`config.mk`:
```
export PLATFORM = sky130hd
export DESIGN_NAME = div_unit
export DESIGN_NICKNAME = d
export VERILOG_FILES = /design/src/rtl/div_unit.sv
export SDC_FILE = /design/constraint.sdc
export NUM_CORES = 1
export LEC_CHECK = 0
export ABC_AREA = 0
export BUFFER_PORTS_ARGS = -buffer_cell sky130_fd_sc_hd__buf_2
export CAP_MARGIN = 15
export CORE_UTILIZATION = 40
export CTS_BUF_LIST = sky130_fd_sc_hd__clkbuf_2 sky130_fd_sc_hd__clkbuf_4 sky130_fd_sc_hd__clkbuf_8
export CTS_CLUSTER_SIZE = 20
export DETAILED_ROUTE_END_ITERATION = 8
export PLACE_DENSITY = 0.59
export SYNTH_ARGS = -nofsm -noshare
export SYNTH_HDL_FRONTEND = slang
export SYNTH_SLANG_ARGS = --single-unit
export TNS_END_PERCENT = 1
```
`constraint.sdc`:
```
create_clock -name clk -period 4.81 [get_ports clk]
set_clock_uncertainty 0.15 [all_clocks]
set_input_delay 0.2405 -clock clk [delete_from_list [all_inputs] [get_ports clk]]
set_output_delay 0.2405 -clock clk [all_outputs]
set_load 0.01 [all_outputs]
```
`src/rtl/div_unit.sv`:
```
// Iterative restoring divider for DIV/DIVU, one quotient bit per clock.
// result_o packs {remainder, quotient}; handshake mirrors the multiplier.
module div_unit #(
   parameter int WIDTH = 32
) (
   input  logic               clk,
   input  logic               rst_n,
   input  logic               signed_div_i,
   input  logic [WIDTH-1:0]   opdata1_i,
   input  logic [WIDTH-1:0]   opdata2_i,
   input  logic               start_i,
   input  logic               annul_i,
   output logic [2*WIDTH-1:0] result_o,
   output logic               ready_o
);

   localparam int CW = $clog2(WIDTH) + 1;

   localparam logic [1:0] DivFree   = 2'd0;
   localparam logic [1:0] DivByZero = 2'd1;
   localparam logic [1:0] DivOn     = 2'd2;
   localparam logic [1:0] DivEnd    = 2'd3;

   localparam logic [CW-1:0] CntDone = CW'(WIDTH);

   logic [1:0]         state_q, state_d;
   logic [CW-1:0]      cnt_q, cnt_d;
   logic [WIDTH-1:0]   dvd_q, dvd_d;
   logic [WIDTH-1:0]   rem_q, rem_d;
   logic [WIDTH-1:0]   dsr_q, dsr_d;
   logic               sgn_q, sgn_d;
   logic               s1_q, s1_d;
   logic               s2_q, s2_d;
   logic [2*WIDTH-1:0] result_q, result_d;
   logic               ready_q, ready_d;

   logic [WIDTH-1:0]   abs1;
   logic [WIDTH-1:0]   abs2;
   logic [WIDTH:0]     trial;
   logic [WIDTH:0]     diff;

   assign abs1 = (signed_div_i && opdata1_i[WIDTH-1]) ? -opdata1_i : opdata1_i;
   assign abs2 = (signed_div_i && opdata2_i[WIDTH-1]) ? -opdata2_i : opdata2_i;

   // Partial remainder stays below the divisor, so WIDTH+1 bits hold the trial.
   assign trial = {rem_q, dvd_q[WIDTH-1]};
   assign diff  = trial - {1'b0, dsr_q};

   always_comb begin
      state_d  = state_q;
      cnt_d    = cnt_q;
      dvd_d    = dvd_q;
      rem_d    = rem_q;
      dsr_d    = dsr_q;
      sgn_d    = sgn_q;
      s1_d     = s1_q;
      s2_d     = s2_q;
      result_d = result_q;
      ready_d  = ready_q;

      unique case (state_q)
         DivFree: begin
            result_d = '0;
            ready_d  = 1'b0;
            if (start_i && !annul_i) begin
               sgn_d = signed_div_i;
               s1_d  = opdata1_i[WIDTH-1];
               s2_d  = opdata2_i[WIDTH-1];
               cnt_d = '0;
               rem_d = '0;
               dsr_d = abs2;
               if (opdata2_i == '0) begin
                  // Raw dividend is kept; it becomes the remainder.
                  dvd_d   = opdata1_i;
                  state_d = DivByZero;
               end else begin
                  dvd_d   = abs1;
                  state_d = DivOn;
               end
            end
         end

         DivByZero: begin
            rem_d   = dvd_q;
            dvd_d   = '1;
            state_d = DivEnd;
         end

         DivOn: begin
            if (annul_i) begin
               state_d  = DivFree;
               cnt_d    = '0;
               result_d = '0;
               ready_d  = 1'b0;
            end else if (cnt_q != CntDone) begin
               if (!diff[WIDTH]) begin
                  rem_d = diff[WIDTH-1:0];
                  dvd_d = {dvd_q[WIDTH-2:0], 1'b1};
               end else begin
                  rem_d = trial[WIDTH-1:0];
                  dvd_d = {dvd_q[WIDTH-2:0], 1'b0};
               end
               cnt_d = cnt_q + 1'b1;
            end else begin
               if (sgn_q && (s1_q ^ s2_q)) begin
                  dvd_d = -dvd_q;
               end
               if (sgn_q && s1_q) begin
                  rem_d = -rem_q;
               end
               cnt_d   = '0;
               state_d = DivEnd;
            end
         end

         DivEnd: begin
            if (start_i) begin
               result_d = {rem_q, dvd_q};
               ready_d  = 1'b1;
            end else begin
               result_d = '0;
               ready_d  = 1'b0;
               state_d  = DivFree;
            end
         end

         default: begin
            state_d  = DivFree;
            result_d = '0;
            ready_d  = 1'b0;
         end
      endcase
   end

   always_ff @(posedge clk or negedge rst_n) begin
      if (!rst_n) begin
         state_q  <= DivFree;
         cnt_q    <= '0;
         dvd_q    <= '0;
         rem_q    <= '0;
         dsr_q    <= '0;
         sgn_q    <= 1'b0;
         s1_q     <= 1'b0;
         s2_q     <= 1'b0;
         result_q <= '0;
         ready_q  <= 1'b0;
      end else begin
         state_q  <= state_d;
         cnt_q    <= cnt_d;
         dvd_q    <= dvd_d;
         rem_q    <= rem_d;
         dsr_q    <= dsr_d;
         sgn_q    <= sgn_d;
         s1_q     <= s1_d;
         s2_q     <= s2_d;
         result_q <= result_d;
         ready_q  <= ready_d;
      end
   end

   assign result_o = result_q;
   assign ready_o  = ready_q;

endmodule

```
==> results.json <==
{
  "rsz0062_at_grt": "false",
  "tightestPinTransition_ns": 1.04,
  "drt_wl_total_um": 39200,
  "fin_crit_sh_pct": 85.5,
  "synth_warnings": 0,
  "crit_chain": "inv_1 > ha_1 > fa_1 > nand2b_1 > a21o_1 > a21oi_1 > o211ai_1 > a31oi_2 > a41o_1 > xor2_4 > buf_4 > mux2i_1 > a211oi_1 > a221o_1",
  "timing.rr.end": "rem_q[12]",
  "dr.pass1.iters": 6,
  "start_util_pct": 40.8,
  "netlist_area_mm2": 0.0121,
  "vias": 11360,
  "routabilityCongestion": 0.916,
  "leakage_nw": 6.27,
  "clock_latency_ns": 0.50,
  "fmax_mhz": 243,
  "cts_buffer_depth": 2,
  "dieWidth_um": 176,
  "critPathSlowestCell": "xor2_4",
  "row_count": 63,
  "area_growth_pct": 15.2,
  "ff2ff_setup_slack_ns": 0.70,
  "nFillCells": 2864,
  "async_flop_share_pct": 100,
  "max_stage_delay_ns": 0.50,
  "cts_buffers": 17,
  "synthCells": 1421,
  "die-height_um": 176,
  "ys_ff_latch": 172,
  "grt_pass1_vias": 10400,
  "drive_above_1_share_pct": 14.5,
  "holdCritPathClass": "input port to flip-flop",
  "setup_tns_ns": 0,
  "seqCellArea_mm2": 0.00430,
  "multiInputGateArea_mm2": 0.00721,
  "dieArea_mm2": 0.0310,
  "diodes": 0,
  "power.density_mw_per_mm2": 747,
  "period_needed_ns": 4.11,
  "drtAntennaViolNets": 0,
  "placed_area_mm2": 0.0131,
  "hold_viol_final": 0,
  "grt_pass1_wl_um": 61200,
  "crit_fanout": 15,
  "crit_type": "flip-flop to flip-flop",
  "ys_seq_area_share_pct": 35.5,
  "crit_required_ns": 5.04,
  "outcome": "completed",
  "synthFlopType": "dfrtp_1",
  "final_util_pct": 47.1,
  "postLayoutCellArea_mm2": 0.0140,
  "clk_pin_slew_worst_paths_ns": 0.11,
  "max_cap_viol_count": 0,
  "worstRegToRegCells": 14,
  "maxSlewViolCount": 0,
  "synth-edff-count": 0,
  "grt_usage_pct": 25.6,
  "critPathLaunchType": "flip-flop",
  "pin_count": 134,
  "core_mm2": 0.0297,
  "antenna_found_initial": 0,
  "grt_max_degree": 88,
  "dp_hpwl_um": 28600,
  "cts-root-buf": "clkbuf_8",
  "numClockSinks": 172,
  "drtIter0Drc": 1252,
  "grt_overflow_total": 0,
  "wl_per_cell_um": 20.1,
  "finalSetupViolCount": 0,
  "worstHoldEndpoint": "dvd_q[15]",
  "min_from": "opdata1_i[15]",
  "port-buffer-count": 133,
  "cts_max_level": 4,
  "ir_drop_v": 0.000334,
  "end_kind": "flip-flop",
  "yosysUniqueCellTypes": 79,
  "r2r-start": "dvd_q[31]",
  "min_path_cells": 3,
  "arrival_ns": 4.34,
  "remaining_drc_errors": 0,
  "synth_nets": 1535,
  "cts_tree": "yes",
  "via_per_inst": 5.83,
  "max_slew_margin_pct": 31.0,
  "final_nets": 1659,
  "syn_area_per_cell_um2": 8.54
}
[timing repair]
item / CTS / global route
setup endpoints to repair: 0 / 0
gates resized for setup: 0 / 0
hold buffers: 52 / 0
endpoints found under the hold margin: 138 / 0
buffers inserted: 0 / 0
[area by class of cell]
class / instances / area share, %
repair buffers: 206 / 9.65
clock buffers: 17 / 1.67
inverters: 61 / 1.64
well taps: 390 / 3.49
multi-input cells: 1087 / 51.5
flip-flops and latches: 172 / 30.8
clock inverters: 15 / 1.22
[how the worst max path moves through the flow]
stage / startpoint / end / slack, ns / depth (start not counted)
final: dvd_q[31] / rem_q[12] / 0.70 / 14
after detailed placement: dvd_q[31] / rem_q[19] / 0.74 / 14
after global placement: dvd_q[31] / rem_q[15] / 0.82 / 14
after CTS: dvd_q[31] / rem_q[12] / 0.70 / 14
after global routing: dvd_q[31] / rem_q[16] / 0.47 / 14
after floorplan: dvd_q[31] / rem_q[16] / 1.33 / 14
[cell usage after synthesis (all sizes together), types with 7 or more instances]
library cell  number  area (µm²)
clkbuf            85         319
mux2               9         101
nand2            147         554
nand3b             9        67.6
and3              13        81.3
a21oi            111         559
nand3             22         110
nor2b              7        43.8
nand2b            15        93.8
xnor2             62         543
o31ai             17         128
o21ai            135         676
a21o              15         113
nor2              96         360
buf               16        86.3
a221oi            28         258
or3                9        61.3
nor4              17         158
ha                44         551
o21a               9        67.6
o221ai            14         129
xor2              45         413
a31oi              7        50.1
inv               60         225
and2               7        45.1
nor3              41         210
a22o              76         666
mux2i             28         280
or4               13         105
dfrtp            172        4300
[per-layer routing]
| layer | GRT usage, % | wire length, µm | up-vias |
|---|---|---|---|
| met3 | 3.60 | 3010 | 59 |
| met5 | 0 | 0 | - |
| met1 | 39.0 | 19000 | 5346 |
| li1 | - | - | 5446 |
| met2 | 36.8 | 16300 | 509 |
| met4 | 7.90 | 878 | 0 |
[stage by stage]
stage	hold slack, ns	cells	total power, W	setup slack (ns)
global placement	0.224	1864	0.00910	0.822
finish	0.0293	1948	0.0105	0.698
floorplan	-0.205	1421	0.00735	1.33
CTS	0.00576	1948	0.0103	0.704
detailed placement	0.222	1864	0.00917	0.740
global route	0.00514	1948	0.0112	0.471
[power by group]
group / switching (W) / total (W) / internal, W
clock network: 0.000657 / 0.00110 / 0.000439
logic: 0.00392 / 0.00652 / 0.00260
registers: 0.000927 / 0.00284 / 0.00191
total: 0.00550 / 0.0104 / 0.00495
[kinds of logic (layout without fill, tap and decap cells)]
family,count (synthesis),in the layout,synth area share [%]
AOI/OAI and AO/OA,478,478,26.5
muxes,37,37,3.15
DFF,172,172,35.5
xor gates and xnor gates,107,107,7.88
adders and majority gates,45,45,4.70
buffers and inverters,162,299,5.23
and+or+nand+nor,420,420,17.1
[layout by cell type, fill, tap and decap left out, types with 26 or more instances in the layout]
master         netlist  routed
ha_1                44      44
nand2_1            146     146
xor2_1              44      44
xnor2_1             62      62
dlygate4sd3_1        0      52
buf_2                6     132
nor2_1              96      93
a22o_1              76      76
a221oi_1            26      26
inv_1               60      60
a21oi_1            110     110
o21ai_0            130     130
nor3_1              40      40
mux2i_1             28      28
dfrtp_1            172     172
[state kept, by name (all words and copies together), names as in the netlist, 2 cells and up]
register and flops:
result_o 64, dsr_q 32, dvd_q 32, rem_q 32, cnt_q 6, state_q 2
[critical path: cells and delay by family, from the launching register on]
family	cells	cell delay [ns]
compound gates	7	1.52
fa+ha+maj	2	0.61
xor+xnor	1	0.50
flops	1	0.43
buf+inv	2	0.40
mux	1	0.22
simple gates	1	0.18
Note: power is estimated with default switching activity, not from simulation.
